**config.mk**
```make
export PLATFORM = sky130hd
export DESIGN_NAME = c_selector_sync
export DESIGN_NICKNAME = d
export VERILOG_FILES = /design/src/rtl/c_selector_sync.sv
export SDC_FILE = /design/constraint.sdc
export NUM_CORES = 1
export LEC_CHECK = 0
export CELL_PAD_IN_SITES_DETAIL_PLACEMENT = 1
export CELL_PAD_IN_SITES_GLOBAL_PLACEMENT = 2
export CORE_ASPECT_RATIO = 1.4
export CORE_MARGIN = 2
export CORE_UTILIZATION = 30
export CTS_CLUSTER_SIZE = 8
export DETAILED_ROUTE_END_ITERATION = 8
export PLACE_DENSITY_LB_ADDON = 0.1
export SYNTH_ARGS = -nofsm -noshare
export SYNTH_HDL_FRONTEND = slang
export SYNTH_SLANG_ARGS = --single-unit
```
**constraint.sdc**
```tcl
create_clock -name clk -period 1.8 [get_ports clk]
set_input_delay 0.45 -clock clk [delete_from_list [all_inputs] [get_ports clk]]
set_output_delay 0.45 -clock clk [all_outputs]
set_load 0.03 [all_outputs]
```
**src/rtl/c_selector_sync.sv**
```systemverilog
// Clocked conditional fork: accepts a drive request, pulses the selected channels
// after a settle delay, then joins their free pulses (first-of or all-of) into one upstream free.
module c_selector_sync #(
  parameter int unsigned N           = 4,
  parameter int unsigned DRIVE_DELAY = 8,
  parameter bit          JOIN_ALL    = 1'b0,
  parameter bit          ONEHOT      = 1'b0
) (
  input  logic         clk,
  input  logic         rst,
  input  logic         i_drive,
  input  logic [N-1:0] valid,
  output logic         o_fire,
  output logic [N-1:0] o_driveNext,
  input  logic [N-1:0] i_freeNext,
  output logic         o_free,
  output logic         o_busy,
  output logic         o_drop
);

  localparam int unsigned CNT_W = 8;

  typedef enum logic [1:0] {
    IDLE  = 2'd0,
    DELAY = 2'd1,
    WAIT  = 2'd2,
    DONE  = 2'd3
  } state_t;

  state_t             state, state_d;
  logic [CNT_W-1:0]   counter, counter_d;
  logic [N-1:0]       sel, sel_d;
  logic [N-1:0]       pending, pending_d;
  logic [N-1:0]       pick;
  logic [N-1:0]       remaining;
  logic               fire_d, free_d, drop_d, busy_d;
  logic [N-1:0]       drive_d;
  logic               complete;

  // Channel select captured at accept; one-hot mode isolates the lowest set bit.
  always_comb begin
    pick = valid;
    if (ONEHOT) pick = valid & (~valid + N'(1));
  end

  // Join condition evaluated against this cycle's frees.
  always_comb begin
    remaining = pending & ~i_freeNext;
    if (JOIN_ALL) complete = (remaining == '0);
    else          complete = (|(sel & i_freeNext)) || (sel == '0);
  end

  always_ff @(posedge clk) begin
    if (rst) begin
      state       <= IDLE;
      counter     <= '0;
      sel         <= '0;
      pending     <= '0;
      o_fire      <= 1'b0;
      o_driveNext <= '0;
      o_free      <= 1'b0;
      o_busy      <= 1'b0;
      o_drop      <= 1'b0;
    end else begin
      state       <= state_d;
      counter     <= counter_d;
      sel         <= sel_d;
      pending     <= pending_d;
      o_fire      <= fire_d;
      o_driveNext <= drive_d;
      o_free      <= free_d;
      o_busy      <= busy_d;
      o_drop      <= drop_d;
    end
  end

  // Next state and next registered outputs.
  always_comb begin
    state_d   = state;
    counter_d = counter;
    sel_d     = sel;
    pending_d = pending;
    fire_d    = 1'b0;
    drive_d   = '0;
    free_d    = 1'b0;
    drop_d    = i_drive && (state != IDLE);

    case (state)
      IDLE: begin
        if (i_drive) begin
          sel_d  = pick;
          fire_d = 1'b1;
          if (DRIVE_DELAY == 0) begin
            drive_d   = pick;
            pending_d = pick;
            state_d   = WAIT;
          end else begin
            counter_d = CNT_W'(DRIVE_DELAY);
            state_d   = DELAY;
          end
        end
      end
      DELAY: begin
        if (counter == CNT_W'(1)) begin
          counter_d = '0;
          drive_d   = sel;
          pending_d = sel;
          state_d   = WAIT;
        end else begin
          counter_d = counter - CNT_W'(1);
        end
      end
      WAIT: begin
        pending_d = remaining;
        if (complete) begin
          free_d  = 1'b1;
          state_d = DONE;
        end
      end
      DONE: begin
        pending_d = '0;
        state_d   = IDLE;
      end
      default: state_d = IDLE;
    endcase

    busy_d = (state_d != IDLE);
  end

endmodule

```
After elaboration in Yosys (flattened, before gate mapping)
Index checks and enable logic that the tools add are counted.
{"block": "word_totals", "in_bits": 11, "out_inout_bits": 8, "wordCells": 41, "reg_bits": 22}
{"block": "classes", "n_reduce_logical": 13, "muxes": 9, "eq_ne": 5, "n_bitwise": 5, "addsub": 1}
{"op": "$mux W8", "count": 2}
{"op": "$pmux W8 S2", "count": 1}
{"op": "$eq A8 B1 Y1 const B", "count": 1}
{"op": "$pmux W2 S4", "count": 1}
{"op": "$sub A8 B1 Y8 const B", "count": 1}
{"op": "$mux W2", "count": 3}
{"op": "$reduce_bool A2 Y1", "count": 3}
{"op": "$and A4 B4 Y4", "count": 1}
{"op": "$eq A2 B2 Y1 const B", "count": 2}
{"op": "$logic_not A4 Y1", "count": 1}
{"op": "$not A1 Y1", "count": 4}
{"op": "$reduce_and A2 Y1", "count": 2}
{"op": "$reduce_or A2 Y1", "count": 2}
{"op": "$reduce_or A4 Y1", "count": 1}
{"op": "$reduce_or A3 Y1", "count": 1}
{"op": "$eq A2 B1 Y1 const B", "count": 1}
{"op": "$logic_not A2 Y1", "count": 1}
{"op": "$mux W1", "count": 2}
{"op": "$ne A2 B2 Y1 const B", "count": 1}
{"op": "$logic_and A1 B1 Y1", "count": 1}
{"op": "$logic_or A1 B1 Y1", "count": 1}

Longest topological paths before layout
{"block": "logic_depth", "depth_word": 6, "mapped_depth": 6, "depth_no_buf": 6}

Least setup slack after synthesis
OpenSTA, ideal clock, no wires.
{"block": "synth_path", "path_kind": "reg-to-reg", "startpoint": "reg counter[0]", "endpoint": "reg counter[4]", "path_stages_with_launch": 6, "period_less_slack_ns": 1.423, "slack_ns": 0.377, "arrival_ns": 1.290, "required_time_ns": 1.667, "setup_ns": 0.133, "path_buffers": 0, "path_cell_list": "dfxtp_1 > ha_1 > nor3b_1 > nand3_1 > a21oi_1 > nor3_1"}
{"block": "synth_between", "elab_chain_len": 3, "elab_cells_between_ends": 4, "cone_classes": "add/sub (1); eq/ne (1); mux (2)"}
{"element": "start: declaration", "line_no": "31", "rtl": "logic [CNT_W-1:0] counter, counter_d;"}
{"element": "start signal: assignment", "line_no": "66", "rtl": "counter <= counter_d;"}
{"element": "$sub A8 B1 Y8 / $eq A8 B1 Y1 (equally long branches)", "line_no": "110, 104"}
{"element": "$mux W8 *", "line_no": "104", "rtl": "if (counter == CNT_W'(1)) begin"}
{"element": "$pmux W8 S2 *", "line_no": "88", "rtl": "case (state)"}
Mark *: on every way between the ends. The rest lies on a longest branch, timed or not.
A chain may end at the register's enable or synchronous reset.

Worst setup path in the final report
{"block": "layout_path", "startpoint": "reg o_drop", "endpoint": "out o_drop"}
{"element": "start: declaration", "line_no": "18", "rtl": "output logic o_drop"}
{"element": "start signal: assignment", "line_no": "73", "rtl": "o_drop <= drop_d;"}
No word-level cell between the ends.

==> flow_metrics.tcl <==
set metrics [dict create \
    status "completed" \
    syn_area_um2 966 \
    crit_path_top_delay_cell "clkdlybuf4s50_1" \
    remaining_drc_errors 0 \
    area_delta_synth_final_pct 32.4 \
    synth-xor-area-share_pct 1.81 \
    worstSetupPathType "flop to output port" \
    clk_path_buf_depth 2 \
    hold_depth 1 \
    hp-start "counter[7]$_SDFFE_PP0P_" \
    cts_tree "yes" \
    die_w_um 52.0 \
    grt_antenna_before_repair 0 \
    p_clk_share_pct 23.0 \
    diodes 0 \
    synth_seq_cells 22 \
    layout_min_cycle_time_ns 1.70 \
    p_seq_share_pct 48.7 \
    worstSetupStartpointType "flop" \
    initial_core_util_pct 31.2 \
    drt_first_pass_iters 3 \
    dieHeight_um 71.1 \
    ctsHtreeMaxLevel 1 \
    crit_arrival_ns 1.25 \
    numCtsBuffers 3 \
    dpl.cell_count 163 \
    setup_viol 0 \
    holdPathEnd "counter[7]$_SDFFE_PP0P_" \
    via_per_inst 4.98 \
    cts.sinks 22 \
    synth_top_area_cell "dfxtp_1" \
    power.density_mw_per_mm2 1020 \
    crit_buf_inv 1 \
    cpLargestDelayFamily "buffers and inverters" \
    grt_max_degree 13 \
    switching_power_mw 0.418 \
    wl_per_cell_um 13.6 \
    cap_violations 0 \
    synth_cell_types 32 \
    p_comb_share_pct 28.3 \
    ioPinCount 19 \
    r2r_end "counter[2]$_SDFFE_PP0P_" \
    final_common_cell "dfxtp_1" \
    drt_wl_total_um 2250 \
    worstMarginPinSlew_ns 0.447 \
    final_cell_mix "dfxtp_1 (22), clkdlybuf4s50_1 (18), nand2_1 (10)" \
    grt_pass1_wl_um 3820 \
    synth_top_cell_area_share_pct 45.6 \
    fill_cells 361 \
    p_int_mw 0.882 \
    finalHoldViolations 0 \
    clkTransAtPathRegs_ns 0.08 \
    synth_fa_ha_area_share_pct 2.59 \
    hpwl_um 1810 \
    cp-end-kind "output port" \
    rr_startpoint "counter[1]$_SDFFE_PP0P_" \
    cts-root-buf "clkbuf_8" \
    final_cells 166 \
    synth_top_family_by_area "simple AND/OR/NAND/NOR gates" \
    rsz0062_at_grt "false" \
    switching_share_pct 32.1 \
    final.setup_skew_ns 0.00744 \
    max_stage_delay_ns 0.67 \
    power_leakage_nw 0.463 \
    num_rows 24 \
    synth_mux_area_share_pct 0 \
    ant_nets 0 \
    vias 827 \
    cp_max_fo 1 \
    fin_nets 142 \
    dieArea_mm2 0.00370 \
    layout-drive-gt1-share_pct 15.7 \
    gp_congestion 0.697 \
    fin_crit_sh_pct 94.3 \
    crit_chain "clkdlybuf4s50_1" \
    fin_tns_setup_ns 0 \
    synth-compound-area-share_pct 16.3 \
    clock.fmax_mhz 589 \
    yosysSeqAreaShare_pct 45.6 \
    grt_pass1_vias 857 \
    clk_latency_ns 0.26 \
    syn_area_per_cell_um2 9.20 \
    core_area_mm2 0.00309 \
    synthTopCellsByArea "dfxtp_1 (46%), a21oi_1 (4.7%), nand2_1 (3.9%)" \
    vdd_ir_drop_max_v 0.000460 \
    hp-class "flop to flop" \
    r2r_setup_slack_ns 0.20 \
    first_iter_violations 7 \
    worst-r2r-cell-count 7 \
    grtUsageTotal_pct 13.6 \
    yosys_warnings 0 \
    synthCells 105 \
    grt_overflow 0 \
    relSlewSlack_pct 69.9 \
    maxSlewViolCount 0 \
    yosys.area_share.simple_pct 30.2 \
    required_ns 1.35 \
    syn-num-nets 118 \
    port_buffers 18 \
]
[layer usage]
metal | track usage (%) | part of all wire, % | vias up | wire length [um]
met5 | 0 | 0 | - | 0
met4 | 4.39 | 1.3 | 0 | 29
met3 | 1.90 | 2.6 | 4 | 58
met2 | 25.6 | 56 | 15 | 1270
met1 | 14.9 | 40 | 397 | 892
li1 | - | - | 411 | -
[sequential cells by signal, indices dropped and copies added, names as in the netlist]
register / flops
counter: 8
o_driveNext: 4
o_free: 1
o_drop: 1
o_busy: 1
sel: 4
o_fire: 1
state: 2
[layout make-up]
class,count,area (um^2),area share (%)
Multi-Input combinational cell,75,499,39.0
Sequential cell,22,440,34.4
Timing Repair Buffer,24,238,18.6
Tap cell,39,48.8,3.82
Clock buffer,3,41.3,3.23
Inverter,3,11.3,0.881
[power by group through the flow]
stage | Combinational (mW) | Sequential [mW] | Clock, mW
2_1_floorplan | 0.255 | 0.630 | 0
3_3_place_gp | 0.353 | 0.640 | 0
3_5_place_dp | 0.364 | 0.644 | 0
4_1_cts | 0.365 | 0.633 | 0.314
5_1_grt | 0.408 | 0.644 | 0.334
6_report | 0.368 | 0.633 | 0.299
[synth_stat cells]
library cell,instances
nor2b_1,1
a22oi_1,3
nor3b_1,1
o21ba_2,1
nand2_2,1
a31oi_1,4
a211oi_2,1
ha_1,2
nand2b_4,1
nor4_4,1
a21oi_1,9
nor4_1,1
clkbuf_2,1
a311oi_2,1
nand2b_1,5
nor3_1,5
or4_4,1
nand3_1,5
nor4b_2,1
o21bai_1,1
dfxtp_1,22
inv_1,3
buf_2,2
nor2_1,8
a211oi_1,1
and2_1,4
a21o_1,1
xnor2_1,2
nand2_1,10
nor3_2,3
o21ai_0,1
clkbuf_1,2
[repair_timing]
| action | in CTS | in global routing |
|---|---|---|
| setup buffers | 0 | 0 |
| setup endpoints to repair | 0 | 2 |
| resized for setup | 0 | 1 |
| hold buffers | 0 | 0 |
[worst max-delay path by stage]
| stage | startpoint | end | slack [ns] | cells after the start |
|---|---|---|---|---|
| after CTS | o_drop$_SDFF_PP0_ | o_drop | 0.08 | 1 |
| after detailed placement | i_drive | counter[5]$_SDFFE_PP0P_ | 0.02 | 6 |
| final | o_drop$_SDFF_PP0_ | o_drop | 0.10 | 1 |
| after global routing | counter[1]$_SDFFE_PP0P_ | counter[2]$_SDFFE_PP0P_ | 0.06 | 7 |
| after global placement | i_drive | counter[5]$_SDFFE_PP0P_ | 0.06 | 6 |
| after floorplan | counter[0]$_SDFFE_PP0P_ | counter[4]$_SDFFE_PP0P_ | 0.38 | 5 |
[cells by family (layout without fill, tap and decap cells)]
logic type	Yosys count	after routing
simple gates	48	48
buf+inv	8	30
compound gates	23	23
flops	22	22
fa+ha+maj	2	2
xor+xnor	2	2
[per-stage QoR]
step	worst slack (ns)	area (um^2)	hold slack, ns	total power [mW]	utilization, %
floorplan	0.377	966	0.439	0.885	-
global placement	0.0620	1230	0.456	0.994	39.8
detailed placement	0.0164	1230	0.470	1.01	39.8
CTS	0.0841	1270	0.490	1.31	41.1
global route	0.0645	1280	0.523	1.39	41.3
finish	0.103	1280	0.490	1.30	41.3
Note: power is estimated with default switching activity, not from simulation.
